## config.mk

```make
export PLATFORM = sky130hd
export DESIGN_NAME = usart_tx_frame
export DESIGN_NICKNAME = d
export VERILOG_FILES = /design/src/rtl/usart_tx_frame.sv
export SDC_FILE = /design/constraint.sdc
export NUM_CORES = 1
export LEC_CHECK = 0
export ABC_CLOCK_PERIOD_IN_PS = 2870
export BUFFER_PORTS_ARGS = -buffer_cell sky130_fd_sc_hd__buf_2
export CAP_MARGIN = 20
export CORE_ASPECT_RATIO = 1.25
export CORE_MARGIN = 1
export CORE_UTILIZATION = 57
export DETAILED_ROUTE_END_ITERATION = 6
export GPL_TIMING_DRIVEN = 0
export PLACE_DENSITY = 0.8
export REMOVE_ABC_BUFFERS = 1
export SYNTH_ARGS = -nofsm -noshare
export SYNTH_HDL_FRONTEND = slang
export SYNTH_SLANG_ARGS = --single-unit
```

## constraint.sdc

```tcl
create_clock -name i_txclk -period 2.87 [get_ports i_txclk]
set_clock_uncertainty 0.2 [all_clocks]
set_input_delay 0.4305 -clock i_txclk [delete_from_list [all_inputs] [get_ports i_txclk]]
set_output_delay 0.4305 -clock i_txclk [all_outputs]
set_load 0.005 [all_outputs]
```

## src/rtl/usart_tx_frame.sv

```systemverilog
// rtl/usart_tx_frame.sv - USART transmit framer: start, 5..9 data bits MSB first, optional parity, 1 or 2 stops
module usart_tx_frame (
    input  logic       i_txclk,
    input  logic       i_rst,
    input  logic       i_txen,
    input  logic [2:0] i_ucsz,
    input  logic [1:0] i_upm,
    input  logic       i_usbs,
    input  logic       i_u2x,
    input  logic       i_umsel,
    input  logic [8:0] i_udr,
    input  logic       i_udr_valid,
    output logic       o_udr_read,
    output logic       o_tx,
    output logic       o_tx_busy,
    output logic       o_tx_complete
);

    typedef enum logic [2:0] {
        IDLE   = 3'd0,
        START  = 3'd1,
        DATA   = 3'd2,
        PARITY = 3'd3,
        STOP1  = 3'd4,
        STOP2  = 3'd5
    } state_t;

    state_t     state_q;
    logic [3:0] tick_q;
    logic [3:0] bitcnt_q;
    logic [8:0] shift_q;
    logic       par_q;
    logic       par_en_q;
    logic       usbs_q;
    logic       u2x_q;
    logic       umsel_q;
    logic       tx_q;
    logic       complete_q;

    logic       ucsz_ok;
    logic       load_req;
    logic [3:0] bl_last;
    logic       bit_end;
    logic       last_stop;
    logic [3:0] n_d;
    logic [8:0] shift_d;
    logic       data_xor;
    logic       par_d;

    assign ucsz_ok   = ~i_ucsz[2] | (i_ucsz == 3'b111);
    assign load_req  = i_txen & i_udr_valid & ucsz_ok;
    assign bl_last   = umsel_q ? 4'd0 : (u2x_q ? 4'd7 : 4'd15);
    assign bit_end   = (tick_q == bl_last);
    assign last_stop = (state_q == STOP2) | ((state_q == STOP1) & ~usbs_q);

    assign o_udr_read    = load_req & ((state_q == IDLE) | (last_stop & bit_end));
    assign o_tx          = tx_q;
    assign o_tx_busy     = (state_q != IDLE);
    assign o_tx_complete = complete_q;

    // Data is left-aligned at load so the frame always shifts out of bit 8.
    always_comb begin
        n_d      = 4'd9;
        shift_d  = i_udr;
        data_xor = ^i_udr;
        case (i_ucsz)
            3'b000: begin
                n_d      = 4'd5;
                shift_d  = {i_udr[4:0], 4'b0000};
                data_xor = ^i_udr[4:0];
            end
            3'b001: begin
                n_d      = 4'd6;
                shift_d  = {i_udr[5:0], 3'b000};
                data_xor = ^i_udr[5:0];
            end
            3'b010: begin
                n_d      = 4'd7;
                shift_d  = {i_udr[6:0], 2'b00};
                data_xor = ^i_udr[6:0];
            end
            3'b011: begin
                n_d      = 4'd8;
                shift_d  = {i_udr[7:0], 1'b0};
                data_xor = ^i_udr[7:0];
            end
            default: begin
                n_d      = 4'd9;
                shift_d  = i_udr;
                data_xor = ^i_udr;
            end
        endcase
        par_d = data_xor ^ i_upm[0];
    end

    always_ff @(posedge i_txclk or posedge i_rst) begin
        if (i_rst) begin
            state_q    <= IDLE;
            tick_q     <= 4'd0;
            bitcnt_q   <= 4'd0;
            shift_q    <= 9'd0;
            par_q      <= 1'b0;
            par_en_q   <= 1'b0;
            usbs_q     <= 1'b0;
            u2x_q      <= 1'b0;
            umsel_q    <= 1'b0;
            tx_q       <= 1'b1;
            complete_q <= 1'b0;
        end else begin
            complete_q <= 1'b0;
            if (o_udr_read) begin
                state_q  <= START;
                tick_q   <= 4'd0;
                bitcnt_q <= n_d;
                shift_q  <= shift_d;
                par_q    <= par_d;
                par_en_q <= i_upm[1];
                usbs_q   <= i_usbs;
                u2x_q    <= i_u2x;
                umsel_q  <= i_umsel;
                tx_q     <= 1'b0;
            end else if (state_q != IDLE) begin
                tick_q <= bit_end ? 4'd0 : tick_q + 4'd1;
                if (bit_end) begin
                    case (state_q)
                        START: begin
                            state_q  <= DATA;
                            tx_q     <= shift_q[8];
                            shift_q  <= {shift_q[7:0], 1'b0};
                            bitcnt_q <= bitcnt_q - 4'd1;
                        end
                        DATA: begin
                            if (bitcnt_q == 4'd0) begin
                                state_q <= par_en_q ? PARITY : STOP1;
                                tx_q    <= par_en_q ? par_q : 1'b1;
                            end else begin
                                tx_q     <= shift_q[8];
                                shift_q  <= {shift_q[7:0], 1'b0};
                                bitcnt_q <= bitcnt_q - 4'd1;
                            end
                        end
                        PARITY: begin
                            state_q <= STOP1;
                            tx_q    <= 1'b1;
                        end
                        STOP1: begin
                            tx_q <= 1'b1;
                            if (usbs_q) begin
                                state_q <= STOP2;
                            end else begin
                                state_q    <= IDLE;
                                complete_q <= 1'b1;
                            end
                        end
                        default: begin
                            state_q    <= IDLE;
                            tx_q       <= 1'b1;
                            complete_q <= 1'b1;
                        end
                    endcase
                end
            end
        end
    end

endmodule
```

==> run_results.csv <==
group,metric,value,unit
status,status,"completed",
drt,wl_per_cell,16.3,um
drt,final_antenna_net_count,0,
worst_setup_path,crit_path_max_fanout,10,
synth,syn_inst,210,
timing,period_minus_slack,2.83,ns
cells_and_area,fin_nets,262,
global_route,gr-total-overflow,0,
power,power_density,310,nW/um^2
timing,worstMarginPinSlew,0.761,ns
synth,synth_top_area_cell,"dfrtp_1",
worst_setup_path,critPathArrivalTime,2.19,ns
worst_setup_path,r2r-end,"bitcnt_q[2]",
cells_and_area,drive_above_1_share,21.1,%
floorplan,start_util,61.9,%
cts,clock_sinks,27,
synth,synth_top_area_share,34.7,%
global_route,grt_pass1_wl,7330,um
timing,worst_slew_margin_rel,48.8,%
timing,hold_viol_final,0,
synth,synth-edff-count,0,
cells_and_area,area_growth,14.5,%
synth,synthFlopType,"dfrtp_1",
global_route,antenna_found_initial,0,
floorplan,std_cell_rows,22,
floorplan,die_area,3520,um^2
floorplan,die_h,66.1,um
cts,clock_latency,0.32,ns
worst_setup_path,cp_slowest_stage_delay,0.57,ns
worst_setup_path,crit_type,"register to output pin",
cts,cts_max_path_buffers,2,
worst_setup_path,critPathSlowestCell,"or4b_4",
synth,ys_async_sr_fraction,100,%
place,hpwl,3160,um
synth,synth_cell_type_count,48,
power,leakage,0.987,nW
synth,synth_seq_cells,27,
place,gp_congestion,0.799,
worst_setup_path,worst_r2r_path_depth,6,
cells_and_area,diodes,0,
worst_setup_path,rr_startpoint,"tick_q[1]",
timing,finalMaxSlewViolations,0,
worst_setup_path,start_kind,"register",
synth,synth_area,1870,um^2
cts,cts_tree,"yes",
drt,wl,4460,um
timing,fmax,0.354,GHz
worst_setup_path,r2r_slack,0.11,ns
cts,htreeDepth,1,
floorplan,die_w,53.3,um
timing,tns,0,ns
min_path,hold_class,"input pin to register",
min_path,whs_endpoint,"umsel_q",
synth,ys.warnings.count,0,
floorplan,io_pins,25,
cts,cts-root-buf,"clkbuf_4",
global_route,grt_pass1_vias,1739,
drt,drc,0,
global_route,grt_max_degree,28,
power,ir_drop,0.210,mV
drt,drt_iter0_drc,80,
global_route,grt.total_usage,28.1,%
timing,report.final.setup_viol,0,
place,io_buffers,24,
worst_setup_path,crit_chain,"or4b_4, o32ai_4, a31oi_4, or2_4, clkinv_8, buf_2",
floorplan,core_area,3030,um^2
min_path,worstHoldStart,"i_umsel",
synth,yosysSeqAreaShare,36.1,%
run,max_cap_violations,0,
drt,drt_first_pass_iters,4,
timing,fin_crit_sh,98.4,%
synth,post-synth-top-count-cell,"nand2_1",
drt,num_vias,1698,
cts,cts-buffers-inserted,3,
synth,synth_area_leaders,"dfrtp_1 35%, nand2_1 7.2%, mux2i_1 5.3%, a21oi_1 4.0%, xnor3_1 3.6%",
drt,vias_per_cell,6.22,
worst_setup_path,required,2.24,ns
cts,clk_pin_slew_worst_paths,0.14,ns
synth,avgSynthCellArea,8.92,um^2
worst_setup_path,critPathCaptureType,"output pin",
power,p_total,0.664,mW
synth,synth.top_cells.by_count,"36 x nand2_1, 26 x dfrtp_1, 15 x a21oi_1",
min_path,hold_path_depth,3,
cell families after synthesis:
family / Yosys count / synth area share, %
DFF: 27 / 36.1
adders and majority gates: 3 / 2.00
and+or+nand+nor: 79 / 19.8
AOI/OAI and AO/OA: 51 / 19.0
xor gates and xnor gates: 12 / 7.82
buffers and inverters: 24 / 6.28
muxes: 14 / 8.95
routing by layer:
metal	GRT usage (%)	wire, um
met1	29.5	1670
met2	52.3	2440
met3	2.53	169
met4	15.8	173
met5	0	0
sequential cells by signal (all words and copies together), names as in the netlist:
signal / count
shift_q: 9
bitcnt_q: 4
tick_q: 4
state_q: 3
o_tx: 1
o_tx_complete: 1
par_en_q: 1
par_q: 1
u2x_q: 1
umsel_q: 1
usbs_q: 1
repair_timing:
| item | 4_1_cts | 5_1_grt |
|---|---|---|
| hold endpoints to repair | 0 | 7 |
| hold buffers | 0 | 1 |
| resized for setup | 5 | 4 |
| setup endpoints to repair | 9 | 4 |
| pin swaps | 2 | 4 |
| buffers inserted | 2 | 6 |
| cloned | 1 | 0 |
critical path, delay by kind of cell, from the launching register on:
kind                   cells  cell delay, ns
and+or+nand+nor            2            0.89
AOI/OAI and AO/OA          2            0.35
buffers and inverters      2            0.19
DFF                        1            0.45
cell usage in the layout (no fill, tap or decap), types with 5 or more instances in the layout:
cell type  count
nand3_1        6
nor2_1        11
buf_4          8
a211oi_1       6
nor3_1         6
inv_1         11
o21ai_0        5
xnor2_1        6
nand2_1       36
mux2i_1       10
dfrtp_1       25
a21oi_1       15
buf_2         24
a31oi_1        5
worst max-delay path by stage:
| stage | from | end | slack [ns] | cells after the start |
|---|---|---|---|---|
| floorplan | tick_q[1] | shift_q[2] | -0.02 | 5 |
| global placement | tick_q[1] | shift_q[2] | -0.34 | 5 |
| detailed placement | i_ucsz[1] | o_udr_read | -0.37 | 7 |
| CTS | tick_q[1] | o_udr_read | 0.01 | 6 |
| global route | tick_q[1] | o_udr_read | -0.01 | 6 |
| finish | tick_q[1] | o_udr_read | 0.04 | 6 |
report_power, final:
group          leakage, nW  switching (mW)  internal (mW)  total (mW)
registers            0.326               0          0.381       0.381
clock network       0.0177           0.110         0.0521       0.162
logic                0.644          0.0635         0.0582       0.122
metrics by stage:
| stage | util [%] | area, um^2 | hold slack, ns | setup WS [ns] | instances |
|---|---|---|---|---|---|
| finish | 70.8 | 2140 | 0.0977 | 0.0449 | 273 |
| global route | 70.8 | 2140 | 0.0823 | -0.0145 | 273 |
| CTS | 67.6 | 2050 | 0.0993 | 0.00953 | 265 |
| detailed placement | 65.1 | 1970 | 0.295 | -0.373 | 258 |
| global placement | 65.0 | 1970 | 0.284 | -0.336 | 258 |
| floorplan | - | 1800 | 0.266 | -0.0246 | 198 |
area by class of cell:
cell class,count,area [um^2]
Clock buffer,3,22.5
Clock inverter,1,5.00
Fill cell,231,883
Inverter,12,57.6
Multi-Input combinational cell,160,1120
Sequential cell,27,678
Tap cell,36,45.0
Timing Repair Buffer,34,218
No activity file was read; power rests on OpenSTA's default activity.
